File: config.mk
export PLATFORM = sky130hd
export DESIGN_NAME = grn_mmio_master
export DESIGN_NICKNAME = d
export VERILOG_FILES = /design/src/rtl/grn_mmio_master.sv
export SDC_FILE = /design/constraint.sdc
export NUM_CORES = 1
export LEC_CHECK = 0
export BUFFER_PORTS_ARGS = -buffer_cell sky130_fd_sc_hd__buf_2
export CAP_MARGIN = 20
export CORE_UTILIZATION = 40
export DETAILED_ROUTE_END_ITERATION = 16
export PLACE_DENSITY = 0.6
export SYNTH_ARGS = -nofsm -noshare
export SYNTH_HDL_FRONTEND = slang
export SYNTH_SLANG_ARGS = --single-unit
File: constraint.sdc
create_clock -name clk -period 6.4 [get_ports clk]
set_input_delay 0.64 -clock clk [delete_from_list [all_inputs] [get_ports clk]]
set_output_delay 0.64 -clock clk [all_outputs]
set_load 0.05 [all_outputs]
File: src/rtl/grn_mmio_master.sv
// CCI-P MMIO requester: queues local read/write commands, issues them one at a time
// on a c0 Rx-typed channel and returns read data (or a timeout) from the c2 Tx channel.
package grn_ccip_pkg;

  typedef struct packed {
    logic [15:0] address;
    logic [1:0]  length;
    logic        rsvd;
    logic [8:0]  tid;
  } t_ccip_c0_ReqMmioHdr;

  typedef struct packed {
    t_ccip_c0_ReqMmioHdr hdr;
    logic [63:0]         data;
    logic                mmioRdValid;
    logic                mmioWrValid;
  } t_if_ccip_c0_Rx;

  typedef struct packed {
    logic [8:0] tid;
  } t_ccip_c2_RspMmioHdr;

  typedef struct packed {
    t_ccip_c2_RspMmioHdr hdr;
    logic                mmioRdValid;
    logic [63:0]         data;
  } t_if_ccip_c2_Tx;

  // Queued command; only the 8-byte-aligned part of the address is kept.
  typedef struct packed {
    logic        write;
    logic [14:0] addr_qw;
    logic [63:0] data;
  } t_mmio_cmd;

endpackage

module grn_mmio_master
  import grn_ccip_pkg::*;
#(
  parameter int unsigned CMD_DEPTH      = 4,
  parameter int unsigned TIMEOUT_CYCLES = 256
) (
  input  logic           clk,
  input  logic           reset,
  input  logic           cmd_valid,
  output logic           cmd_ready,
  input  logic           cmd_write,
  input  logic [17:0]    cmd_addr,
  input  logic [63:0]    cmd_data,
  output t_if_ccip_c0_Rx mmio_req,
  input  t_if_ccip_c2_Tx mmio_rsp,
  output logic           rsp_valid,
  output logic [63:0]    rsp_data,
  output logic           rsp_timeout,
  output logic [8:0]     rsp_tid,
  output logic           busy,
  output logic [15:0]    err_count
);

  localparam int unsigned PW     = $clog2(CMD_DEPTH);
  localparam int unsigned CW     = PW + 1;
  localparam int unsigned TW     = $clog2(TIMEOUT_CYCLES);
  localparam int unsigned TID_W  = 9;
  localparam int unsigned DATA_W = 64;
  localparam int unsigned ERR_W  = 16;

  typedef enum logic [1:0] {
    IDLE,
    ISSUE,
    WAIT_RD
  } state_t;

  state_t              state_q, state_d;
  t_mmio_cmd           fifo_mem [CMD_DEPTH];
  logic [PW-1:0]       wr_ptr_q, rd_ptr_q;
  logic [CW-1:0]       count_q, count_d;
  logic [TID_W-1:0]    tid_q, tid_d;
  logic [TID_W-1:0]    cur_tid_q, cur_tid_d;
  logic [TW-1:0]       timer_q, timer_d;
  t_if_ccip_c0_Rx      req_d;
  logic                rsp_valid_d, rsp_timeout_d;
  logic [DATA_W-1:0]   rsp_data_d;
  logic [TID_W-1:0]    rsp_tid_d;
  logic [ERR_W-1:0]    err_d;
  logic                busy_d, cmd_ready_d;
  logic                push, pop, err_inc, rsp_hit;
  t_mmio_cmd           head, entry;
  logic                unused_addr_lsbs;

  assign push  = cmd_valid && cmd_ready;
  assign head  = fifo_mem[rd_ptr_q];
  assign entry = '{write: cmd_write, addr_qw: cmd_addr[17:3], data: cmd_data};
  assign unused_addr_lsbs = ^cmd_addr[2:0];

  // Command storage; contents need no reset since pointers/count gate every use.
  always_ff @(posedge clk) begin
    if (push) begin
      fifo_mem[wr_ptr_q] <= entry;
    end
  end

  always_ff @(posedge clk) begin
    if (reset) begin
      state_q     <= IDLE;
      wr_ptr_q    <= '0;
      rd_ptr_q    <= '0;
      count_q     <= '0;
      tid_q       <= '0;
      cur_tid_q   <= '0;
      timer_q     <= '0;
      mmio_req    <= '0;
      rsp_valid   <= 1'b0;
      rsp_data    <= '0;
      rsp_timeout <= 1'b0;
      rsp_tid     <= '0;
      busy        <= 1'b0;
      cmd_ready   <= 1'b1;
      err_count   <= '0;
    end else begin
      state_q     <= state_d;
      if (push) wr_ptr_q <= wr_ptr_q + PW'(1);
      if (pop)  rd_ptr_q <= rd_ptr_q + PW'(1);
      count_q     <= count_d;
      tid_q       <= tid_d;
      cur_tid_q   <= cur_tid_d;
      timer_q     <= timer_d;
      mmio_req    <= req_d;
      rsp_valid   <= rsp_valid_d;
      rsp_data    <= rsp_data_d;
      rsp_timeout <= rsp_timeout_d;
      rsp_tid     <= rsp_tid_d;
      busy        <= busy_d;
      cmd_ready   <= cmd_ready_d;
      err_count   <= err_d;
    end
  end

  assign rsp_hit = mmio_rsp.mmioRdValid && (mmio_rsp.hdr.tid == cur_tid_q);

  // Next state plus the next value of every registered output.
  always_comb begin
    state_d       = state_q;
    pop           = 1'b0;
    tid_d         = tid_q;
    cur_tid_d     = cur_tid_q;
    timer_d       = timer_q;
    req_d         = '0;
    rsp_valid_d   = 1'b0;
    rsp_data_d    = rsp_data;
    rsp_timeout_d = rsp_timeout;
    rsp_tid_d     = rsp_tid;
    err_inc       = 1'b0;

    unique case (state_q)
      IDLE: begin
        err_inc = mmio_rsp.mmioRdValid;
        if (count_q != '0) begin
          pop                 = 1'b1;
          req_d.hdr.address   = {head.addr_qw, 1'b0};
          req_d.hdr.length    = 2'b01;
          req_d.hdr.tid       = tid_q;
          req_d.data          = head.write ? head.data : '0;
          req_d.mmioWrValid   = head.write;
          req_d.mmioRdValid   = ~head.write;
          cur_tid_d           = tid_q;
          state_d             = ISSUE;
        end
      end
      ISSUE: begin
        err_inc = mmio_rsp.mmioRdValid;
        tid_d   = tid_q + TID_W'(1);
        timer_d = '0;
        state_d = mmio_req.mmioWrValid ? IDLE : WAIT_RD;
      end
      WAIT_RD: begin
        if (rsp_hit) begin
          rsp_valid_d   = 1'b1;
          rsp_data_d    = mmio_rsp.data;
          rsp_timeout_d = 1'b0;
          rsp_tid_d     = cur_tid_q;
          state_d       = IDLE;
        end else begin
          err_inc = mmio_rsp.mmioRdValid;
          // The last sampling cycle is T+TIMEOUT_CYCLES; a hit there wins above.
          if (timer_q == TW'(TIMEOUT_CYCLES - 1)) begin
            rsp_valid_d   = 1'b1;
            rsp_data_d    = '0;
            rsp_timeout_d = 1'b1;
            rsp_tid_d     = cur_tid_q;
            state_d       = IDLE;
          end else begin
            timer_d = timer_q + TW'(1);
          end
        end
      end
      default: state_d = IDLE;
    endcase

    unique case ({push, pop})
      2'b10:   count_d = count_q + CW'(1);
      2'b01:   count_d = count_q - CW'(1);
      default: count_d = count_q;
    endcase

    err_d = err_count;
    if (err_inc && (err_count != '1)) begin
      err_d = err_count + ERR_W'(1);
    end

    cmd_ready_d = (count_d != CW'(CMD_DEPTH));
    busy_d      = (count_d != '0) || (state_d != IDLE);
  end

endmodule

# After elaboration in Yosys (flattened, before gate mapping)
# Memories as Yosys holds them, arrays and structs flattened. A register that Yosys moved wholly into a read port is not among the register bits.
# Cells that the tools add are included.
# totals
reg_bits	222
ramBits	320
input_bits	160
out_inout_bits	187
elab_cells	88
n_memories	1
# classes
addsub	7
eq_ne	10
mux	26
bitwise	4
n_reduce_logical	18
# memory_table
name	words	word_bits	read_ports	rd_ports_with_merged_regs	wr	line	text
fifo_mem	4	80	1	1	1	75	t_mmio_cmd fifo_mem [CMD_DEPTH];
# op_table
cell	n
$mux W64	2
$mux W18	1
$mux W9	2
$add A16 B1 Y16 const B	1
$mux W8	2
$ne A16 B16 Y1 const B	1
$pmux W8 S2	1
$mux W2	6
$add A9 B1 Y9 const B	1
$eq A9 B9 Y1	1
$mux W1	9
$add A8 B1 Y8 const B	1
$eq A8 B8 Y1 const B	1
$pmux W2 S3	1
$pmux W3 S2	1
$reduce_bool A2 Y1	3
$reduce_bool A3 Y1	2
$reduce_or A2 Y1	3
$add A2 B1 Y2 const B	2
$eq A2 B1 Y1 const B	2
$eq A2 B2 Y1 const B	2
$ne A2 B2 Y1 const B	2
$not A1 Y1	4
$reduce_and A2 Y1	2
10 further kinds	12

# Longest topological paths before layout
# logic_depth
ltp_word	7
ltp_mapped	13
depth_no_buf	11

# Worst setup path before layout
# OpenSTA, ideal clock, no wires.
# synth_path
path_kind	register to register
start	register cmd_ready
end	memory fifo_mem[0][0] in the netlist's numbering (enable)
setup_time_ns	0.448
arrival_time_ns	2.690
setup_slack_ns	3.262
stages_incl_launch_ff	2
n_path_buf	0
period_less_slack_ns	3.138
cell_sequence	dfxtp_1 and3_1
# synth_via
elab_chain_cells	3
# synth_rtl
element	line	text
start, declared	47	output logic cmd_ready,
start signal, assigned	134	cmd_ready <= cmd_ready_d;
$logic_and A1 B1 Y1	91	assign push = cmd_valid && cmd_ready;
$mux W1	98	if (push) begin
$mux W1 (not written as such)	99	fifo_mem[wr_ptr_q] <= entry;
end, declared	75	
# No other way between the ends.

# Worst setup path in the final report
# layout_path
start	register timer_q[1]
end	register rsp_data[52]
# layout_via
elab_chain_cells	3
# layout_rtl
element	line	text
start, declared	80	logic [TW-1:0] timer_q, timer_d;
start signal, assigned	127	timer_q <= timer_d;
$eq A8 B8 Y1	186	if (timer_q == TW'(TIMEOUT_CYCLES - 1)) begin
$reduce_bool A2 Y1 (no source line)	-	
$reduce_and A2 Y1 (no source line)	-	
end signal, assigned	130	rsp_data <= rsp_data_d;
end, declared	54	output logic [63:0] rsp_data,
# No other way between the ends.
# A chain may end at the register's enable or synchronous reset.

==> results.yml <==
logic_synthesis:
  syn_inst: 1115
  synth_warnings: 0
  synthXorXnorAreaFrac_pct: 1.48
  ys_seq_area_share_pct: 74.3
  synth_top_family_by_area: "multiplexers"
  synth_mux_area_share_pct: 10.5
  syn_area_per_cell_um2: 16.9
  synth-async-reset-ratio_pct: 0
  ys_seq_elements: 541
  yosys.area_share.simple_pct: 7.27
  synth_edf_count: 320
  synth_ff_type: "edfxtp_1"
  synth_fa_ha_area_share_pct: 0.636
  synth_cell_types: 42
  syn_area_um2: 18900
  synth_compound_area_share_pct: 4.07
timing:
  hold_viol: 0
  fmax_mhz: 327
  rsz0062_at_grt: "false"
  drv_slew: 0
  tns_ns: 0
  relSlewSlack_pct: 36.8
  setup_violations: 0
  fin_crit_ns: 3.06
  fin_crit_sh_pct: 47.8
  worst_pin_slew_ns: 0.948
  fin_skew_ns: 0.0136
  setup_slack_ns: 3.34
layout:
  nets: 1632
  area.growth.synth_to_final_pct: 21.9
  final_cell_mix: "buf_2, edfxtp_1, dfxtp_1"
  final_common_cell: "buf_2"
  final_core_util_pct: 49.4
  drive_gt1_share_pct: 34.9
floorplanning:
  die_h_um: 219
  start_util_pct: 40.6
  io_pins: 347
  die_x_um: 219
  core_area_um2: 46600
  die_area_um2: 48100
  rows: 79
status:
  status: "complete, no violations"
detailed_routing:
  vias: 10500
  drt_pass1_iterations: 4
  vias_per_cell: 4.97
  drc: 0
  ant_nets: 0
  wl_um: 39800
  wire_per_inst_um: 18.8
  dr.first_iter.drc_count: 574
power:
  cellLeakagePower_nw: 8.99
  ir_drop_mv: 0.292
  powerDensity_nw_per_um2: 401
clocking:
  cts_hold_buf: 0
  cts_resized: 0
  cts_setup_buffers: 0
  clkTransAtPathRegs_ns: 0.06
  cts_max_path_buffers: 3
  clock_latency_ns: 0.60
  cts-root-buf: "clkbuf_16"
  numClockSinks: 541
  htree_levels: 2
  cts_tree: "done"
  cts_made_buffers: 55
placement:
  io_buffers: 340
  place.gp.congestion: 0.818
  hpwl_um: 24200
  post-place-ws_ns: 3.34
flow_run:
  max-cap-violations: 0
global_route:
  grt_max_degree: 65
  grt_overflow: 0
  grt_first_pass_wirelength_um: 59800
  first_global_vias: 10600
  grt_use_total_pct: 16.3
  antenna_found_initial: 11
critical_path:
  crit_required_ns: 6.93
  path_cells: "ha_1 > and3_1 > and3_1 > and3_1 > o21ai_1 > buf_4 > nor2b_4 > buf_4 > a22o_1"
  slowest_stage: "nor2b_4"
  cp-end-kind: "flop"
  critPathMaxStageDelay_ns: 0.74
  cp_max_fo: 37
  crit_arrival_ns: 3.59
  critPathKind: "reg -> reg"
  crit_buf_inv: 2
  critPathLaunchType: "flop"
  crit_path_frequent_cell: "and3_1"
  crit_family: "simple AND/OR/NAND/NOR gates"
worst_hold_path:
  holdCritPathClass: "in -> reg"
registers in the layout, indices dropped and copies added (netlist names), 3 cells and up, named ones only:
| name | flops |
|---|---|
| mmio_req | 91 |
| err_count | 16 |
| tid_q | 9 |
| timer_q | 8 |
| rsp_data | 64 |
| rsp_tid | 9 |
| cur_tid_q | 9 |
| fifo_mem | 320 |
| count_q | 3 |
metal layers:
metal	GRT usage, %	wire (um)	vias to the layer above
li1	-	-	4970
met1	19.4	16400	5197
met2	27.6	19300	287
met3	5.61	3300	69
met4	5.23	752	16
met5	0	88	-
where the power goes:
group	switching [mW]	internal (mW)	total (mW)
combinational	1.20	0.641	1.84
clock	1.30	1.79	3.09
sequential	0.188	4.11	4.30
path summary, 6_finish.rpt:
check,slack (ns),end,startpoint,depth (start not counted)
max,3.34,rsp_data[52],timer_q[1],9
min,0.25,fifo_mem[2][10],cmd_data[10],1
max reg2reg,3.34,rsp_data[52],timer_q[1],9
min reg2reg,0.47,rsp_data[22],rsp_data[22],1
cell type report:
| type | instances | area, um2 |
|---|---|---|
| fillers | 3974 | 23500 |
| flip-flops and latches | 541 | 14000 |
| multi-input cells | 498 | 4580 |
| repair buffers | 354 | 1810 |
| clock buffers | 81 | 1580 |
| well taps | 607 | 759 |
| clock inverters | 21 | 186 |
| inverters | 13 | 48.8 |
| diodes | 7 | 17.5 |
synthesized netlist by cell type (6+ instances only):
cell type | number | share of area, %
edfxtp_1 | 320 | 51
nand4_1 | 11 | 0.36
a21oi_1 | 23 | 0.61
mux4_2 | 80 | 9.5
a22o_1 | 65 | 3.0
clkbuf_1 | 37 | 0.74
and2_1 | 27 | 0.89
and3_1 | 73 | 2.4
mux2i_1 | 15 | 0.79
o21ai_0 | 6 | 0.16
xor2_1 | 7 | 0.32
nor3_1 | 16 | 0.42
nand3_1 | 13 | 0.34
nor2_1 | 46 | 0.91
ha_1 | 8 | 0.53
inv_1 | 13 | 0.26
buf_2 | 18 | 0.48
buf_1 | 7 | 0.14
nand2_1 | 44 | 0.87
xnor2_1 | 25 | 1.2
dfxtp_1 | 221 | 23
kinds of logic after synthesis:
group,Yosys count
DFF,541
and+or+nand+nor,255
AOI/OAI and AO/OA,101
muxes,98
buffers and inverters,78
xor gates and xnor gates,32
adders and majority gates,9
other,1
stage by stage:
stage | std cells | power (mW) | hold slack (ns) | cell area [um2]
final | 2122 | 9.23 | 0.252 | 23000
after CTS | 2115 | 9.39 | 0.201 | 23000
after global routing | 2117 | 9.65 | 0.222 | 23000
after floorplan | 1117 | 5.70 | 0.445 | 18900
after detailed placement | 2013 | 6.28 | 0.458 | 21200
after global placement | 2013 | 6.25 | 0.455 | 21200
Note: power is estimated with default switching activity, not from simulation.
